## src/rtl/spin_ctrl_if.sv

```systemverilog
// Status/handshake bundle between the spin controller and the guess evaluator.
// Member names keep the controller-side direction suffixes so they read the
// same at the controller's port and at the evaluator.
interface spin_ctrl_if;
    logic       start_i;
    logic [2:0] pos_o;
    logic       running_o;
    logic       done_o;

    // Spin controller side
    modport slave  (input start_i, output pos_o, output running_o, output done_o);
    // Requester / evaluator side
    modport master (output start_i, input pos_o, input running_o, input done_o);
endinterface

```

## src/rtl/spin_ctrl.sv

```systemverilog
// Spinning-LED controller: on a rising start edge it walks pos 0..5 with a
// step period that grows each step up to a cap. It stops after a pseudo-random
// number of steps and holds the final position with running low.
module spin_ctrl #(
    parameter int TICK_DIV     = 1000,
    parameter int START_PERIOD = 2,
    parameter int MAX_PERIOD   = 16,
    parameter int MIN_STEPS    = 12
) (
    input  logic        clk_i,
    input  logic        reset_i,
    spin_ctrl_if.slave  bus
);
    localparam int TW = (TICK_DIV > 1) ? $clog2(TICK_DIV) : 1;

    typedef enum logic [1:0] {IDLE, SPIN, STOPPED} state_t;

    state_t        state_q;
    logic [7:0]    lfsr_q, lfsr_d;
    logic          start_q;
    logic [TW-1:0] tick_cnt_q;
    logic [4:0]    per_cnt_q, period_q, steps_left_q;
    logic [2:0]    pos_q, pos_d;
    logic          running_q, done_q;

    logic start_rise, tick, step;

    assign lfsr_d     = {lfsr_q[6:0], lfsr_q[7] ^ lfsr_q[5] ^ lfsr_q[4] ^ lfsr_q[3]};
    assign start_rise = bus.start_i & ~start_q;
    assign tick       = (tick_cnt_q == TW'(TICK_DIV - 1));
    assign step       = tick && (per_cnt_q == period_q - 5'd1);
    assign pos_d      = (pos_q == 3'd5) ? 3'd0 : pos_q + 3'd1;

    // Spin FSM plus free-running LFSR and start edge detector; all outputs registered.
    always_ff @(posedge clk_i) begin
        if (reset_i) begin
            state_q      <= IDLE;
            lfsr_q       <= 8'hA5;
            start_q      <= 1'b0;
            tick_cnt_q   <= '0;
            per_cnt_q    <= '0;
            period_q     <= '0;
            steps_left_q <= '0;
            pos_q        <= '0;
            running_q    <= 1'b0;
            done_q       <= 1'b0;
        end else begin
            lfsr_q  <= lfsr_d;
            start_q <= bus.start_i;
            done_q  <= 1'b0;
            case (state_q)
                IDLE, STOPPED: begin
                    // Resume from the held position; step count uses the pre-update LFSR.
                    if (start_rise) begin
                        state_q      <= SPIN;
                        running_q    <= 1'b1;
                        steps_left_q <= 5'(MIN_STEPS) + {1'b0, lfsr_q[3:0]};
                        period_q     <= 5'(START_PERIOD);
                        tick_cnt_q   <= '0;
                        per_cnt_q    <= '0;
                    end
                end
                SPIN: begin
                    tick_cnt_q <= tick ? '0 : TW'(tick_cnt_q + 1'b1);
                    if (tick) begin
                        if (step) begin
                            per_cnt_q    <= '0;
                            pos_q        <= pos_d;
                            steps_left_q <= steps_left_q - 5'd1;
                            if (period_q < 5'(MAX_PERIOD))
                                period_q <= period_q + 5'd1;
                            // Last step: final position and stop status land together.
                            if (steps_left_q == 5'd1) begin
                                state_q   <= STOPPED;
                                running_q <= 1'b0;
                                done_q    <= 1'b1;
                            end
                        end else begin
                            per_cnt_q <= per_cnt_q + 5'd1;
                        end
                    end
                end
                default: state_q <= IDLE;
            endcase
        end
    end

    assign bus.pos_o     = pos_q;
    assign bus.running_o = running_q;
    assign bus.done_o    = done_q;
endmodule
```

## src/flat_wrapper.sv

```systemverilog
// flat-port wrapper written by rule: the top's interface ports become plain ports
module spin_ctrl_flat 
#(
    parameter int TICK_DIV     = 1000,
    parameter int START_PERIOD = 2,
    parameter int MAX_PERIOD   = 16,
    parameter int MIN_STEPS    = 12
)
  (clk_i, reset_i, bus_start_i, bus_pos_o, bus_running_o, bus_done_o);
  spin_ctrl_if bus_i ();
  input  logic clk_i;
  input  logic reset_i;
  input wire logic [$bits(bus_i.start_i)-1:0] bus_start_i;
  output wire logic [$bits(bus_i.pos_o)-1:0] bus_pos_o;
  output wire logic [$bits(bus_i.running_o)-1:0] bus_running_o;
  output wire logic [$bits(bus_i.done_o)-1:0] bus_done_o;
  assign bus_i.start_i = bus_start_i;
  assign bus_pos_o = bus_i.pos_o;
  assign bus_running_o = bus_i.running_o;
  assign bus_done_o = bus_i.done_o;
  spin_ctrl #(.TICK_DIV(TICK_DIV), .START_PERIOD(START_PERIOD), .MAX_PERIOD(MAX_PERIOD), .MIN_STEPS(MIN_STEPS)) u_core (.clk_i(clk_i), .reset_i(reset_i), .bus(bus_i));
endmodule
```

## config.mk

```make
export PLATFORM = sky130hd
export DESIGN_NAME = spin_ctrl_flat
export DESIGN_NICKNAME = d
export VERILOG_FILES = /design/src/rtl/spin_ctrl_if.sv /design/src/rtl/spin_ctrl.sv /design/src/flat_wrapper.sv
export SDC_FILE = /design/constraint.sdc
export NUM_CORES = 1
export LEC_CHECK = 0
export CAP_MARGIN = 20
export CORE_MARGIN = 2
export CORE_UTILIZATION = 50
export CTS_CLUSTER_DIAMETER = 80
export DETAILED_ROUTE_END_ITERATION = 10
export GPL_ROUTABILITY_DRIVEN = 1
export GPL_TIMING_DRIVEN = 0
export PLACE_DENSITY = 0.7
export SYNTH_ARGS = -nofsm -noshare
export SYNTH_HDL_FRONTEND = slang
export SYNTH_SLANG_ARGS = --single-unit
```

## constraint.sdc

```tcl
create_clock -name clk_i -period 2.2 [get_ports clk_i]
set_clock_uncertainty 0.2 [all_clocks]
set_input_delay 0.33 -clock clk_i [delete_from_list [all_inputs] [get_ports clk_i]]
set_output_delay 0.33 -clock clk_i [all_outputs]
set_load 0.05 [all_outputs]
```

* Word level (Yosys, flattened, before mapping)
Index checks and enable logic that the tools add are counted.
Widths: inputs -> output; s select.
** Word-level totals
- Input port bits :: 3
- Bits in registers :: 41
- Output and inout bits :: 5
- Logic and storage cells :: 77
** Cells by class
- Reductions and logical operators :: 12
- Multiplexer cells :: 28
- Add/sub/neg operators :: 7
- Magnitude comparators :: 1
- Equality and inequality tests :: 11
- Bitwise logic cells :: 8
** Operators with widths (number)
- $mux 5 :: 10
- $pmux 5 s2 :: 3
- $mux 10 :: 2
- $pmux 10 s2 :: 1
- $add 10x1->10 const B :: 1
- $add 5x1->5 const B :: 2
- $eq 10x10->1 const B :: 1
- $ne 2x1->1 const B :: 5
- $reduce_and 5->1 :: 2
- $sub 5x1->5 const B :: 2
- $mux 2 :: 4
- $reduce_and 4->1 :: 2
- $reduce_and 3->1 :: 2
- $add 4x4->5 const A :: 1
- $eq 5x1->1 const B :: 1
- $eq 5x5->1 :: 1
- $lt 5x5->1 const B :: 1
- $mux 1 :: 5
- $not 1->1 :: 4
- $pmux 2 s2 :: 1
- $reduce_or 4->1 :: 1
- $add 3x1->3 const B :: 1
- $eq 3x3->1 const B :: 1
- $mux 3 :: 1
- 10 further kinds :: 12

* Depth between registers and ports, before layout
- Depth in word-level cells :: 6
- Gate-level depth with buffers :: 9
- Gate-level depth less buffers :: 8

* Worst setup path before layout
Ideal clock, no wire load.
- Path kind :: register to register
- From :: register u_core.period_q[0]
- To :: register u_core.period_q[3]
- Period minus slack after synthesis :: 2.286 ns
- Buffers on the path :: 0
- Arrival time :: 2.016 ns
- Stages on the path, launching flop included :: 9
- Required time :: 1.930 ns
- Slack :: -0.086 ns
- Library setup time :: 0.070 ns
- Cells stage by stage :: dfxtp_1 inv_1 ha_1 xnor2_1 xnor2_1 nor3_4 a31oi_1 or4_1 a21oi_1
** On the way
- Longest elaborated chain between the ends :: 5
- Elaborated cells on any way between the ends :: 12
- Classes of those cells :: add/sub (2); order compare (1); eq/ne (3); mux (4); reduce/logical (2)
** Ends and longest elaborated chain
- from (decl) :: RTL line spin_ctrl.sv:22 : logic [4:0] per_cnt_q, period_q, steps_left_q;
- from (signal assigned) :: RTL line spin_ctrl.sv:58 : period_q <= 5'(START_PERIOD);
- from (signal assigned) :: RTL line spin_ctrl.sv:71 : period_q <= period_q + 5'd1;
- $sub 5x1->5 or $add 5x1->5 (tied branches) :: RTL line spin_ctrl.sv:31, spin_ctrl.sv:71
- $eq 5x5->1 or $mux 5 (tied branches) :: RTL line spin_ctrl.sv:31, spin_ctrl.sv:70
- $logic_and 1x1->1 or $mux 5 (tied branches) :: RTL line spin_ctrl.sv:31, spin_ctrl.sv:66
- $ne 2x1->1 (no line) or $mux 5 (tied branches)
- $reduce_and 5->1 (no line) or $pmux 5 s2 (tied branches)
Parallel ways exist; a longest one is shown, timed or not. The select of a mux whose other input is x is not followed.
A chain may end at the register's enable or synchronous reset.

* Worst setup path after layout
- From :: register u_core.period_q[0]
- To :: register u_core.period_q[0]
Same word-level chain as after synthesis.

==> flow_metrics.py <==
metrics = {
    "synthesis": {
        "avgSynthCellArea_um2": 8.82,
        "syn_area_um2": 1940,
        "async_reset_ff_share_pct": 0,
        "synth_cell_type_count": 40,
        "ys_ff_latch": 41,
        "synth-main-ff-cell": "dfxtp_1",
        "synth_fp_nets": 230,
        "ys_seq_area_share_pct": 42.3,
        "synth_cells": 220,
        "ys_warn_count": 0,
        "synth_edf_count": 0,
    },
    "min_path": {
        "min_from": "u_core.lfsr_q[6]",
        "holdCritPathClass": "reg -> reg",
        "min_delay_worst_endpoint": "u_core.lfsr_q[7]",
        "hold_path_depth": 1,
    },
    "route": {
        "wl_per_cell_um": 13.1,
        "drcViolationCount": 0,
        "drtIter0Drc": 82,
        "dr.pass1.iters": 4,
        "vias": 1556,
        "routed_wl_um": 3770,
        "via_per_inst": 5.40,
        "ant_nets": 0,
    },
    "worst_setup_path": {
        "cp_max_fo": 4,
        "required_ns": 2.22,
        "cpPeakStageDelay_ns": 0.48,
        "ff2ff_path_depth": 8,
        "slowest_stage": "or4b_1",
        "crit_chain": "inv_4 > ha_4 > nor3b_4 > xnor2_2 > nor3_4 > nand3_2 > or4b_1 > a21oi_1",
        "cpLargestDelayFamily": "simple AND/OR/NAND/NOR gates",
        "startpoint_type": "flip-flop",
        "crit_path_end_kind": "flip-flop",
        "regToRegStartpoint": "u_core.period_q[0]",
        "cp.arrival_ns": 2.24,
        "cp_num_buf_inv": 1,
        "rrSetupSlack_ns": -0.02,
        "worstSetupPathType": "reg -> reg",
        "worstReg2RegEnd": "u_core.period_q[0]",
    },
    "timing": {
        "worstMarginPinSlew_ns": 0.527,
        "slew_violations": 0,
        "hold_violations": 0,
        "min_period_over_period_pct": 101,
        "relSlewSlack_pct": 64.9,
        "rsz0062_at_grt": "yes",
        "whs_ns": 0.212,
        "fin_crit_ns": 2.22,
        "fmaxAchievable_mhz": 451,
        "setup_violations": 1,
        "fin_ws_ns": -0.0186,
    },
    "final_layout": {
        "antenna_cells": 0,
        "multi_input_area_um2": 1150,
        "drive_gt1_share_pct": 17.5,
        "nFillCells": 343,
        "final_nets": 249,
        "synthToLayoutAreaGrowth_pct": 18.6,
        "regArea_um2": 827,
    },
    "die": {
        "core_um2": 3690,
        "dieHeight_um": 66.3,
        "rows": 22,
        "die_x_um": 66.3,
        "initial_utilization_pct": 52.6,
        "boundaryPins": 8,
        "die_area_um2": 4400,
    },
    "status": {
        "violations": "setup timing",
        "outcome": "finished with violations",
    },
    "place": {
        "io_buffers": 7,
        "dp_slack_ns": -0.472,
        "hpwl_um": 2650,
        "place_congestion": 0.779,
    },
    "grt": {
        "grt_pass1_vias": 1557,
        "grt_usage_pct": 19.9,
        "grt_first_pass_wirelength_um": 6760,
        "antenna_found_initial": 0,
        "grt_max_degree": 13,
        "grt-ovfl-total": 0,
    },
    "cts": {
        "root_buffer": "clkbuf_8",
        "clk_latency_ns": 0.29,
        "cts-htree-levels": 2,
        "clkSinkCount": 41,
        "cts_tree": "yes",
        "clk_pin_slew_ns": 0.08,
        "clock_path_buffers": 2,
        "cts_inserted_buffers": 5,
    },
    "job": {
        "max_cap_violations": 0,
    },
    "pwr": {
        "p_leak_uw": 0.000857,
        "max-vdd-ir-drop_uv": 528,
        "power_density_nw_per_um2": 656,
    },
}
worst max path at each step:
| stage | slack, ns | depth (start not counted) | from | to |
|---|---|---|---|---|
| global route | -0.12 | 8 | u_core.period_q[0] | u_core.bus.pos_o[2] |
| CTS | -0.03 | 8 | u_core.period_q[0] | u_core.period_q[0] |
| detailed placement | -0.47 | 7 | bus_start_i | u_core.tick_cnt_q[3] |
| finish | -0.02 | 8 | u_core.period_q[0] | u_core.period_q[0] |
| floorplan | 0.002 | 8 | u_core.period_q[0] | u_core.period_q[0] |
| global placement | -0.45 | 7 | bus_start_i | u_core.tick_cnt_q[0] |
synth_stat cells (all sizes together) (2+ instances only):
cell	n	share of area (%)
a21oi	16	4.1
a2bb2oi	2	0.90
a31oi	6	1.9
and3	3	1.0
clkbuf	5	0.97
dfxtp	41	42
ha	7	4.5
inv	12	2.3
nand2	18	3.5
nand2b	3	0.97
nand3	6	1.5
nand4	10	4.0
nor2	26	5.0
nor2b	3	0.97
nor3	4	2.4
nor3b	2	1.3
o21ai	9	2.3
or2	4	1.3
or3	3	0.97
or4	4	1.5
xnor2	14	6.3
xor2	10	4.5
metal layers:
layer,vias to the layer above,wire [µm],GRT usage (%)
li1,807,-,-
met1,720,1830,26.8
met2,23,1740,31.0
met3,6,146,3.75
met4,0,54,8.16
met5,-,0,0
flip-flops by register name (all words and copies together) (netlist names):
signal	flops
u_core.per_cnt_q	5
u_core.bus.running_o	1
u_core.tick_cnt_q	10
u_core.lfsr_q	8
u_core.bus.done_o	1
u_core.start_q	1
u_core.bus.pos_o	3
u_core.period_q	5
u_core.steps_left_q	5
u_core.state_q	2
where the power goes:
| part | switching [µW] | leakage, µW | internal (µW) |
|---|---|---|---|
| Combinational | 117 | 0.000475 | 90.4 |
| Sequential | 27.4 | 0.000337 | 775 |
| Clock | 245 | 0.0000455 | 256 |
area by class of cell:
type                    instances  share of cell area [%]
multi-input cells             162                    49.8
flip-flops and latches         41                    35.9
repair buffers                 12                    4.67
clock buffers                   8                    3.91
well taps                      48                    2.61
inverters                      12                    2.07
plain buffers                   5                    1.03
metrics by stage:
step	utilization, %	instance area [µm²]	std cells	total power, µW	TNS [ns]
global placement	56.6	2090	275	999	-6.67
finish	62.4	2300	288	1510	-0.0186
detailed placement	56.6	2090	275	1000	-7.13
CTS	60.7	2240	286	1520	-0.0322
global route	62.4	2300	288	1590	-0.641
floorplan	-	1960	220	957	0
layout by cell type, fill, tap and decap left out, drive strengths merged:
cell,count
xor2,10
nor3,4
o31a,1
o22ai,1
or2,4
xnor2,14
buf,7
o211ai,1
clkdlybuf4s50,7
nand4,10
and3,3
nand3,6
or4b,1
dfxtp,41
nor2b,3
o41ai,1
nor4b,1
nor4,1
and4,1
nand2b,3
inv,12
a21oi,16
or3,3
nand2,18
ha,7
nor2,26
clkbuf,11
o31ai,1
nand3b,1
o21ai,9
nor3b,2
or4,4
a31oi,6
a2bb2oi,2
or3b,1
o211a,1
worst reg2reg max path, cell delays in order, from the launching register on:
cell     delay [ns]
dfxtp_4        0.37
inv_4          0.03
ha_4           0.16
nor3b_4        0.15
xnor2_2        0.16
nor3_4         0.35
nand3_2        0.13
or4b_1         0.49
a21oi_1        0.12
what timing repair did:
item,4_1_cts,5_1_grt
setup buffers,3,2
gates resized for setup,10,15
setup endpoints to repair,24,22
hold buffers,0,0
pin swaps,9,6
hold endpoints to repair,0,0
cells by family after synthesis:
| kind of cell | share of synthesized area (%) |
|---|---|
| AO/OA/AOI/OAI | 11.8 |
| adder cells (fa/ha/maj) | 4.51 |
| AND/OR/NAND/NOR | 27.3 |
| buffers and inverters | 3.29 |
| flip-flops | 42.3 |
| XOR/XNOR | 10.8 |
(Power assumes the default switching activity.)
